[src/rtl/sd_sector_sequencer.sv]
// Multi-sector read sequencer: owns the sd_interface register port, passes the CPU through
// while idle, and streams COUNT sectors of 512 bytes from LBA into RAM at DST.
module sd_sector_sequencer #(
    parameter int TIMEOUT = 65535,
    parameter int CNT_W   = 8
) (
    input  logic             clk_i,
    input  logic             rst_i,
    input  logic             start_i,
    input  logic [31:0]      lba_i,
    input  logic [CNT_W-1:0] count_i,
    input  logic [15:0]      dst_i,
    output logic             busy_o,
    output logic             done_o,
    output logic             err_o,
    input  logic             cpu_sd_cs_i,
    input  logic             cpu_R_W_n_i,
    input  logic [7:0]       cpu_reg_addr_i,
    input  logic [7:0]       cpu_data_i,
    output logic [7:0]       cpu_data_o,
    output logic             sd_cs_o,
    output logic             sd_R_W_n_o,
    output logic [7:0]       sd_reg_addr_o,
    output logic [7:0]       sd_wdata_o,
    input  logic [7:0]       sd_rdata_i,
    output logic             mem_we_o,
    output logic [15:0]      mem_addr_o,
    output logic [7:0]       mem_data_o
);

    localparam int TW = $clog2(TIMEOUT + 1);

    typedef enum logic [3:0] {
        S_IDLE, S_CHKIDLE, S_SETADDR, S_START, S_WAITHI,
        S_WAITLO, S_PAGE, S_COPY, S_FINISH, S_DONE
    } state_t;

    state_t            state_r, state_nx_s;
    logic [31:0]       lba_r;
    logic [CNT_W-1:0]  cnt_r;
    logic [15:0]       ptr_r;
    logic [1:0]        page_r;
    logic [6:0]        idx_r;
    logic [TW-1:0]     tmo_r;
    logic              busy_r, done_r, err_r, mem_we_r;
    logic [15:0]       mem_addr_r;
    logic [7:0]        mem_data_r;
    logic              seq_cs_s, seq_rw_s;
    logic [7:0]        seq_addr_s, seq_wdata_s;
    logic              tmo_hit_s, idle_s;

    assign tmo_hit_s = (tmo_r == TW'(TIMEOUT - 1));
    assign idle_s    = (state_r == S_IDLE);

    assign sd_cs_o       = idle_s ? cpu_sd_cs_i    : seq_cs_s;
    assign sd_R_W_n_o    = idle_s ? cpu_R_W_n_i    : seq_rw_s;
    assign sd_reg_addr_o = idle_s ? cpu_reg_addr_i : seq_addr_s;
    assign sd_wdata_o    = idle_s ? cpu_data_i     : seq_wdata_s;
    assign cpu_data_o    = idle_s ? sd_rdata_i     : 8'h00;

    assign busy_o     = busy_r;
    assign done_o     = done_r;
    assign err_o      = err_r;
    assign mem_we_o   = mem_we_r;
    assign mem_addr_o = mem_addr_r;
    assign mem_data_o = mem_data_r;

    // Next-state decode and sequencer-side register access for the current cycle
    always_comb begin
        state_nx_s  = state_r;
        seq_cs_s    = 1'b0;
        seq_rw_s    = 1'b1;
        seq_addr_s  = 8'h00;
        seq_wdata_s = 8'h00;
        case (state_r)
            S_IDLE: begin
                if (start_i) begin
                    state_nx_s = (count_i == '0) ? S_FINISH : S_CHKIDLE;
                end else begin
                    state_nx_s = S_IDLE;
                end
            end
            S_CHKIDLE: begin
                seq_cs_s   = 1'b1;
                seq_addr_s = 8'h04;
                if (!sd_rdata_i[0])  state_nx_s = S_SETADDR;
                else if (tmo_hit_s)  state_nx_s = S_FINISH;
                else                 state_nx_s = S_CHKIDLE;
            end
            S_SETADDR: begin
                seq_cs_s    = 1'b1;
                seq_rw_s    = 1'b0;
                seq_addr_s  = {6'b000000, idx_r[1:0]};
                seq_wdata_s = lba_r[{idx_r[1:0], 3'b000} +: 8];
                if (idx_r[1:0] == 2'd3) state_nx_s = S_START;
                else                    state_nx_s = S_SETADDR;
            end
            S_START: begin
                seq_cs_s   = 1'b1;
                seq_rw_s   = 1'b0;
                seq_addr_s = 8'h05;
                state_nx_s = S_WAITHI;
            end
            S_WAITHI: begin
                seq_cs_s   = 1'b1;
                seq_addr_s = 8'h04;
                if (sd_rdata_i[0])   state_nx_s = S_WAITLO;
                else if (tmo_hit_s)  state_nx_s = S_FINISH;
                else                 state_nx_s = S_WAITHI;
            end
            S_WAITLO: begin
                seq_cs_s   = 1'b1;
                seq_addr_s = 8'h04;
                if (!sd_rdata_i[0])  state_nx_s = S_PAGE;
                else if (tmo_hit_s)  state_nx_s = S_FINISH;
                else                 state_nx_s = S_WAITLO;
            end
            S_PAGE: begin
                seq_cs_s    = 1'b1;
                seq_rw_s    = 1'b0;
                seq_addr_s  = 8'h07;
                seq_wdata_s = {6'b000000, page_r};
                state_nx_s  = S_COPY;
            end
            S_COPY: begin
                seq_cs_s   = 1'b1;
                seq_addr_s = {1'b1, idx_r};
                if (idx_r != 7'd127)            state_nx_s = S_COPY;
                else if (page_r != 2'd3)        state_nx_s = S_PAGE;
                else if (cnt_r == CNT_W'(1))    state_nx_s = S_FINISH;
                else                            state_nx_s = S_SETADDR;
            end
            // FINISH lets the final RAM write land before done_o is raised
            S_FINISH: state_nx_s = S_DONE;
            S_DONE:   state_nx_s = S_IDLE;
            default:  state_nx_s = S_IDLE;
        endcase
    end

    // State register, job registers and registered outputs
    always_ff @(posedge clk_i) begin
        if (rst_i) begin
            state_r    <= S_IDLE;
            lba_r      <= 32'h0000_0000;
            cnt_r      <= '0;
            ptr_r      <= 16'h0000;
            page_r     <= 2'd0;
            idx_r      <= 7'd0;
            tmo_r      <= '0;
            busy_r     <= 1'b0;
            done_r     <= 1'b0;
            err_r      <= 1'b0;
            mem_we_r   <= 1'b0;
            mem_addr_r <= 16'h0000;
            mem_data_r <= 8'h00;
        end else begin
            state_r  <= state_nx_s;
            busy_r   <= (state_nx_s != S_IDLE);
            done_r   <= (state_nx_s == S_DONE);
            mem_we_r <= 1'b0;
            case (state_r)
                S_IDLE: begin
                    if (start_i) begin
                        lba_r <= lba_i;
                        cnt_r <= count_i;
                        ptr_r <= dst_i;
                        err_r <= 1'b0;
                        tmo_r <= '0;
                    end
                end
                S_CHKIDLE: begin
                    if (!sd_rdata_i[0])  idx_r <= 7'd0;
                    else if (tmo_hit_s)  err_r <= 1'b1;
                    else                 tmo_r <= tmo_r + TW'(1);
                end
                S_SETADDR: idx_r <= idx_r + 7'd1;
                S_START:   tmo_r <= '0;
                S_WAITHI: begin
                    if (sd_rdata_i[0])   tmo_r <= '0;
                    else if (tmo_hit_s)  err_r <= 1'b1;
                    else                 tmo_r <= tmo_r + TW'(1);
                end
                S_WAITLO: begin
                    if (!sd_rdata_i[0])  page_r <= 2'd0;
                    else if (tmo_hit_s)  err_r  <= 1'b1;
                    else                 tmo_r  <= tmo_r + TW'(1);
                end
                S_PAGE: idx_r <= 7'd0;
                S_COPY: begin
                    mem_we_r   <= 1'b1;
                    mem_data_r <= sd_rdata_i;
                    mem_addr_r <= ptr_r;
                    ptr_r      <= ptr_r + 16'd1;
                    idx_r      <= idx_r + 7'd1;
                    if (idx_r == 7'd127) begin
                        if (page_r != 2'd3) begin
                            page_r <= page_r + 2'd1;
                        end else begin
                            lba_r <= lba_r + 32'd1;
                            cnt_r <= cnt_r - CNT_W'(1);
                        end
                    end
                end
                default: ;
            endcase
        end
    end

endmodule

[config.mk]
export PLATFORM = sky130hd
export DESIGN_NAME = sd_sector_sequencer
export DESIGN_NICKNAME = d
export VERILOG_FILES = /design/src/rtl/sd_sector_sequencer.sv
export SDC_FILE = /design/constraint.sdc
export NUM_CORES = 1
export LEC_CHECK = 0
export ABC_AREA = 1
export CAP_MARGIN = 20
export CORE_MARGIN = 3
export CORE_UTILIZATION = 45
export DETAILED_ROUTE_END_ITERATION = 8
export PLACE_DENSITY_LB_ADDON = 0.3
export SKIP_CTS_REPAIR_TIMING = 1
export SLEW_MARGIN = 20
export SYNTH_ARGS = -nofsm -noshare
export SYNTH_HDL_FRONTEND = slang
export SYNTH_SLANG_ARGS = --single-unit
[constraint.sdc]
create_clock -name clk_i -period 5 [get_ports clk_i]
set_clock_uncertainty 0.15 [all_clocks]
set_input_delay 0.75 -clock clk_i [delete_from_list [all_inputs] [get_ports clk_i]]
set_output_delay 0.75 -clock clk_i [all_outputs]
set_load 0.005 [all_outputs]
======== Word level (Yosys, flattened, before mapping) ========
Index checks and enable logic that the tools add are counted.
storage, ports and cells
  flip-flop bits (word level) ............. 113
  output and inout bits ................... 54
  logic and storage cells ................. 111
  input bits .............................. 85
operators by class
  reduce and logical (&&, ||, !) cells .... 19
  multiplexer cells ....................... 49
  $add $sub $neg .......................... 6
  equality and inequality tests ........... 23
  shift-type cells ........................ 1
operators with widths
  kind                                                 number
  two-way mux 32 bit                                   3
  two-way mux 16 bit                                   5
  one-hot mux 16 bit (4 select lines)                  1
  one-hot mux 32 bit (2 select lines)                  1
  two-way mux 8 bit                                    6
  two-way mux 4 bit                                    11
  one-hot mux 8 bit (5 select lines)                   1
  one-hot mux 4 bit (9 select lines)                   1
  adder 16 x 1 -> 16 bit, second input constant        2
  adder 32 x 1 -> 32 bit, second input constant        1
  one-hot mux 16 bit (2 select lines)                  1
  one-hot mux 8 bit (2 select lines)                   2
  indexed part select 32 x 6 -> 8 bit                  1
  one-hot mux 7 bit (3 select lines)                   1
  equality test 16 bit, second input constant          1
  equality test 4 x 3 -> 1 bit, second input constant  4
  != test 2 bit, second input constant                 8
  AND reduction 4 bit                                  3
  two-way mux 1 bit                                    10
  equality test 4 x 2 -> 1 bit, second input constant  2
  equality test 4 bit, second input constant           2
  equality test 8 x 1 -> 1 bit, second input constant  1
  zero test 8 bit                                      1
  nonzero test 4 bit                                   2
  other kinds (20)                                     27

======== Depth between registers and ports, before layout ========
  word-level depth ........................ 6
  gate-level depth with buffers ........... 13
  depth with buffers taken out ............ 13

======== Worst setup path after synthesis ========
No wires, ideal clock.
  path type ............................... reg-to-output
  from .................................... reg state_r[3]
  to ...................................... out sd_reg_addr_o[5]
  arrival time ............................ 1340 ps
  buffers on the path ..................... 2
  setup slack ............................. 2760 ps
  required time ........................... 4100 ps
  stages on the path, launching flop included .. 7
  cell sequence ........................... dfxtp_1 -> inv_4 -> nand4_4 -> inv_2 -> buf_2 -> clkbuf_1 -> a22o_1
between the ends
  cells in the longest elaborated chain, start to end .. 4
  elaborated cells on any way between the ends .. 11
  classes of those cells .................. eq/ne: 7; mux: 2; reduce/logical: 2
RTL lines
  what                                                                          RTL line  source
  start, declared                                                               38        state_t state_r, state_nx_s;
  start signal, assigned                                                        157       state_r <= state_nx_s;
  equality test 4 x 3 -> 1 bit or equality test 4 x 1 -> 1 bit (tied branches)  75        case (state_r)
  OR reduction 3 bit (no line)                                                  n/a
  one-hot mux 8 bit (5 select lines)                                            75
  two-way mux 8 bit (*)                                                         57        assign sd_reg_addr_o = idle_s ? cpu_reg_addr_i : seq_addr_s;
  end, declared                                                                 23        output logic [7:0] sd_reg_addr_o,
Mark *: on every way between the ends. The rest lies on a longest branch, timed or not.

======== Worst setup path in the final report ========
  from .................................... reg idx_r[0]
  to ...................................... out sd_wdata_o[0]
between the ends
  cells in the longest elaborated chain, start to end .. 3
RTL lines
  what                                 RTL line  source
  start, declared                      43        logic [6:0] idx_r;
  start signal, assigned               176       S_SETADDR: idx_r <= idx_r + 7'd1;
  start signal, assigned               194       idx_r <= idx_r + 7'd1;
  indexed part select 32 x 6 -> 8 bit  94        seq_wdata_s = lba_r[{idx_r[1:0], 3'b000} +: 8];
  one-hot mux 8 bit (2 select lines)   75
  two-way mux 8 bit                    58        assign sd_wdata_o = idle_s ? cpu_data_i : seq_wdata_s;
  end, declared                        24        output logic [7:0] sd_wdata_o,
No other way between the ends.

==> out/results.txt <==
Max Fclk: 0.277 GHz
Top cell by count, worst path: nand2_1
Synth Net Count: 1210
Async SR Flop Fraction: 0%
Clk root buf: clkbuf_16
RSZ-0062 raised after global routing: false
Leading area contributor after synthesis: dfxtp_1
CTS Buf Count: 17
Crit-path cells: inv_1 -> a21oi_1 -> o21ai_0 -> nand2_1 -> nand2_1 -> o211ai_1 -> clkdlybuf4s50_1
Post-layout util: 60.9%
Slew HR: 33.5%
Worst EP required: 4100 ps
Non-Filler Instances: 1430
DR iter-0 viols: 944
Biggest cell delay along the critical path: 960 ps
Synthesized flop and latch total: 113
Most common cell after layout, fill and taps aside: nand2_1
Number of buffers inserted by port buffering: 138
R2R setup slack: 1650 ps
Largest net degree at the start of global routing: 114
Global-route wire length before repair: 34300 um
Starting Density: 47.0%
Routed Antenna Nets: 0
Cell-internal power: 0.00206 W
Initial antenna violation count: 0
Netlist cell types: 48
Sequential power share: 35.7%
CP max stage cell: dfxtp_1
Crit path kind: reg -> out
Area contributors post-synth: dfxtp_1, nand2_1, nor2_1, a21oi_1, inv_1
Minimum clock period: 3610 ps
Top delay family on crit path: flip-flops
Final net count: 1326
Setup TNS: 0 ps
Drt via density: 5.44
Area Growth Syn to Fin: 29.5%
TritonCTS clock tree: built
Core ar.: 14900 um2
CTS H-tree depth: 4
Top Ports: 139
Top cell type's share of synthesized area: 32.4%
CTS clk-pin slew, worst paths: 60 ps
Sw power: 0.000875 W
Overall routing resource usage: 25.1%
Clk_lat worst skew: 420 ps
Post-synthesis cell count: 1117
Maximum capacitance violations: 0
Synth Flop Type: dfxtp_1
Placed wire-length estimate: 15100 um
Cell area after synthesis: 6990 um2
Final Wtd Congestion: 0.954
Critical R2R Launch: idx_r[0]$_SDFFE_PP0P_
Worst endpoint data arrival time: 2710 ps
Routed vias: 7775
Final period util: 72.3%
Vias in the first global route: 6944
Grt total ovfl: 0
Sequential area share after synthesis: 32.4%
EDFF count, synth: 0
Drt first pass iters: 5
Syn. warnings: 0
Power Total: 0.00294 W
Clock buffer depth: 2
Die ar.: 17100 um2
Comb pwr share: 19.9%
Sequential cell area: 2260 um2
Die Y-Extent: 131 um
R2R depth: 13
Switching share of power: 29.8%
Final setup vio count: 0
Synth Area per Inst: 6.26 um2
Die span in x: 131 um
Critical path depth: 7
Layout cells sized above 1: 5.54%
Clock power frac: 44.5%
Reg2reg end: lba_r[24]$_SDFFE_PP0P_
Dpl cells: 1398
Fill count: 1369
Ant diodes: 0
Leakage: 3.47 nW
Worst setup path start: idx_r[0]$_SDFFE_PP0P_
Routed WL: 21300 um
Status: finished, final reports clean
Max Slew Vio Count: 0
Crit path to: sd_wdata_o[0]
Crit path launch type: register
Worst slew pin tran: 998 ps
Per-cell routed wire length: 14.9 um
DR DRC count: 0
CTS Sinks: 113
# rows: 44
Area of the multi-input gates: 4060 um2
HP Class: reg -> reg
Fin. Hold Viols: 0
Maximum VDD drop: 0.000251 V
CP bufs+invs: 2
Worst Path Max Fanout: 31
Power density over cell area: 324 nW/um2
Most frequent cells in the layout: nand2_1, nor2_1, clkdlybuf4s50_1, dfxtp_1, inv_1
Crit path capture type: primary output
==> worst min path at each step <==
stage	from	endpoint	slack, ps	cells past startpoint
finish	mem_addr_o[0]$_SDFFE_PP0P_	mem_addr_o[0]$_SDFFE_PP0P_	330	2
global route	mem_addr_o[0]$_SDFFE_PP0P_	mem_addr_o[0]$_SDFFE_PP0P_	360	2
global placement	mem_addr_o[0]$_SDFFE_PP0P_	mem_addr_o[0]$_SDFFE_PP0P_	310	2
CTS	mem_addr_o[0]$_SDFFE_PP0P_	mem_addr_o[0]$_SDFFE_PP0P_	330	2
floorplan	idx_r[4]$_SDFFE_PP0P_	idx_r[4]$_SDFFE_PP0P_	290	2
detailed placement	mem_addr_o[0]$_SDFFE_PP0P_	mem_addr_o[0]$_SDFFE_PP0P_	320	2
==> cell type report <==
type | count | area share (%)
multi-input combinational | 840 | 44.9
sequential | 113 | 25.0
timing repair buffer | 142 | 15.6
inverter | 119 | 4.99
clock buffer | 17 | 4.70
tap | 184 | 2.54
clock inverter | 15 | 2.30
==> power by group through the flow <==
stage | clock network (W) | logic, W | registers, W
4_1_cts | 0.00131 | 0.000581 | 0.00104
6_report | 0.00131 | 0.000583 | 0.00105
3_5_place_dp | 0 | 0.000576 | 0.00106
3_3_place_gp | 0 | 0.000569 | 0.00106
5_1_grt | 0.00136 | 0.000650 | 0.00106
2_1_floorplan | 0 | 0.000367 | 0.00103
==> worst reg2reg max path, cell delays in order, from the launching register on <==
cell and delay, ps:
dfxtp_1 960, ha_1 330, nand2_1 70, inv_1 80
nand4_1 100, nand2_1 160, nand2_2 100, nor2_4 80
buf_4 340, inv_2 390, a21oi_1 310, nand2_1 70
nand2_1 60, nor2_1 40
==> per-stage QoR <==
step / instance area, um2 / hold WS, ps / worst slack, ps
2_1_floorplan: 6990 / 289 / 2760
3_3_place_gp: 8410 / 305 / 1660
3_5_place_dp: 8410 / 318 / 1640
4_1_cts: 9050 / 327 / 1430
5_1_grt: 9050 / 355 / 1130
6_report: 9050 / 326 / 1390
==> Yosys cell counts, drive strengths merged, types with 2 or more instances <==
library cell	instances
nand2	253
nor2	183
inv	117
dfxtp	113
o21ai	110
a21oi	101
nand3	68
nor3	27
clkbuf	26
buf	19
nand4	18
a31oi	15
o211ai	12
xor2	11
ha	8
a32o	6
nand3b	6
a211oi	5
or2	3
xnor2	3
a21boi	2
clkinv	2
o21a	2
==> sequential cells by signal, indices dropped and copies added (netlist names), 2 cells and up <==
register,flops
mem_data_o,8
page_r,2
lba_r,32
ptr_r,16
tmo_r,16
mem_addr_o,16
state_r,4
cnt_r,8
idx_r,7
==> cell families (layout without fill, tap and decap cells) <==
group	Yosys count	count (layout)	synth area share [%]
compound gates	258	258	20.4
buf+inv	164	293	9.49
fa+ha+maj	8	8	1.43
flops	113	113	32.4
xor+xnor	14	14	1.75
simple gates	560	560	34.6
==> per-layer routing <==
layer	global-route usage, %	up-vias	routed length, um
met5	0	-	0
met4	7.38	0	239
met3	5.00	27	1780
met2	37.4	327	9270
met1	36.6	3502	10000
li1	-	3919	-
Power figures use the tool's default switching activity.
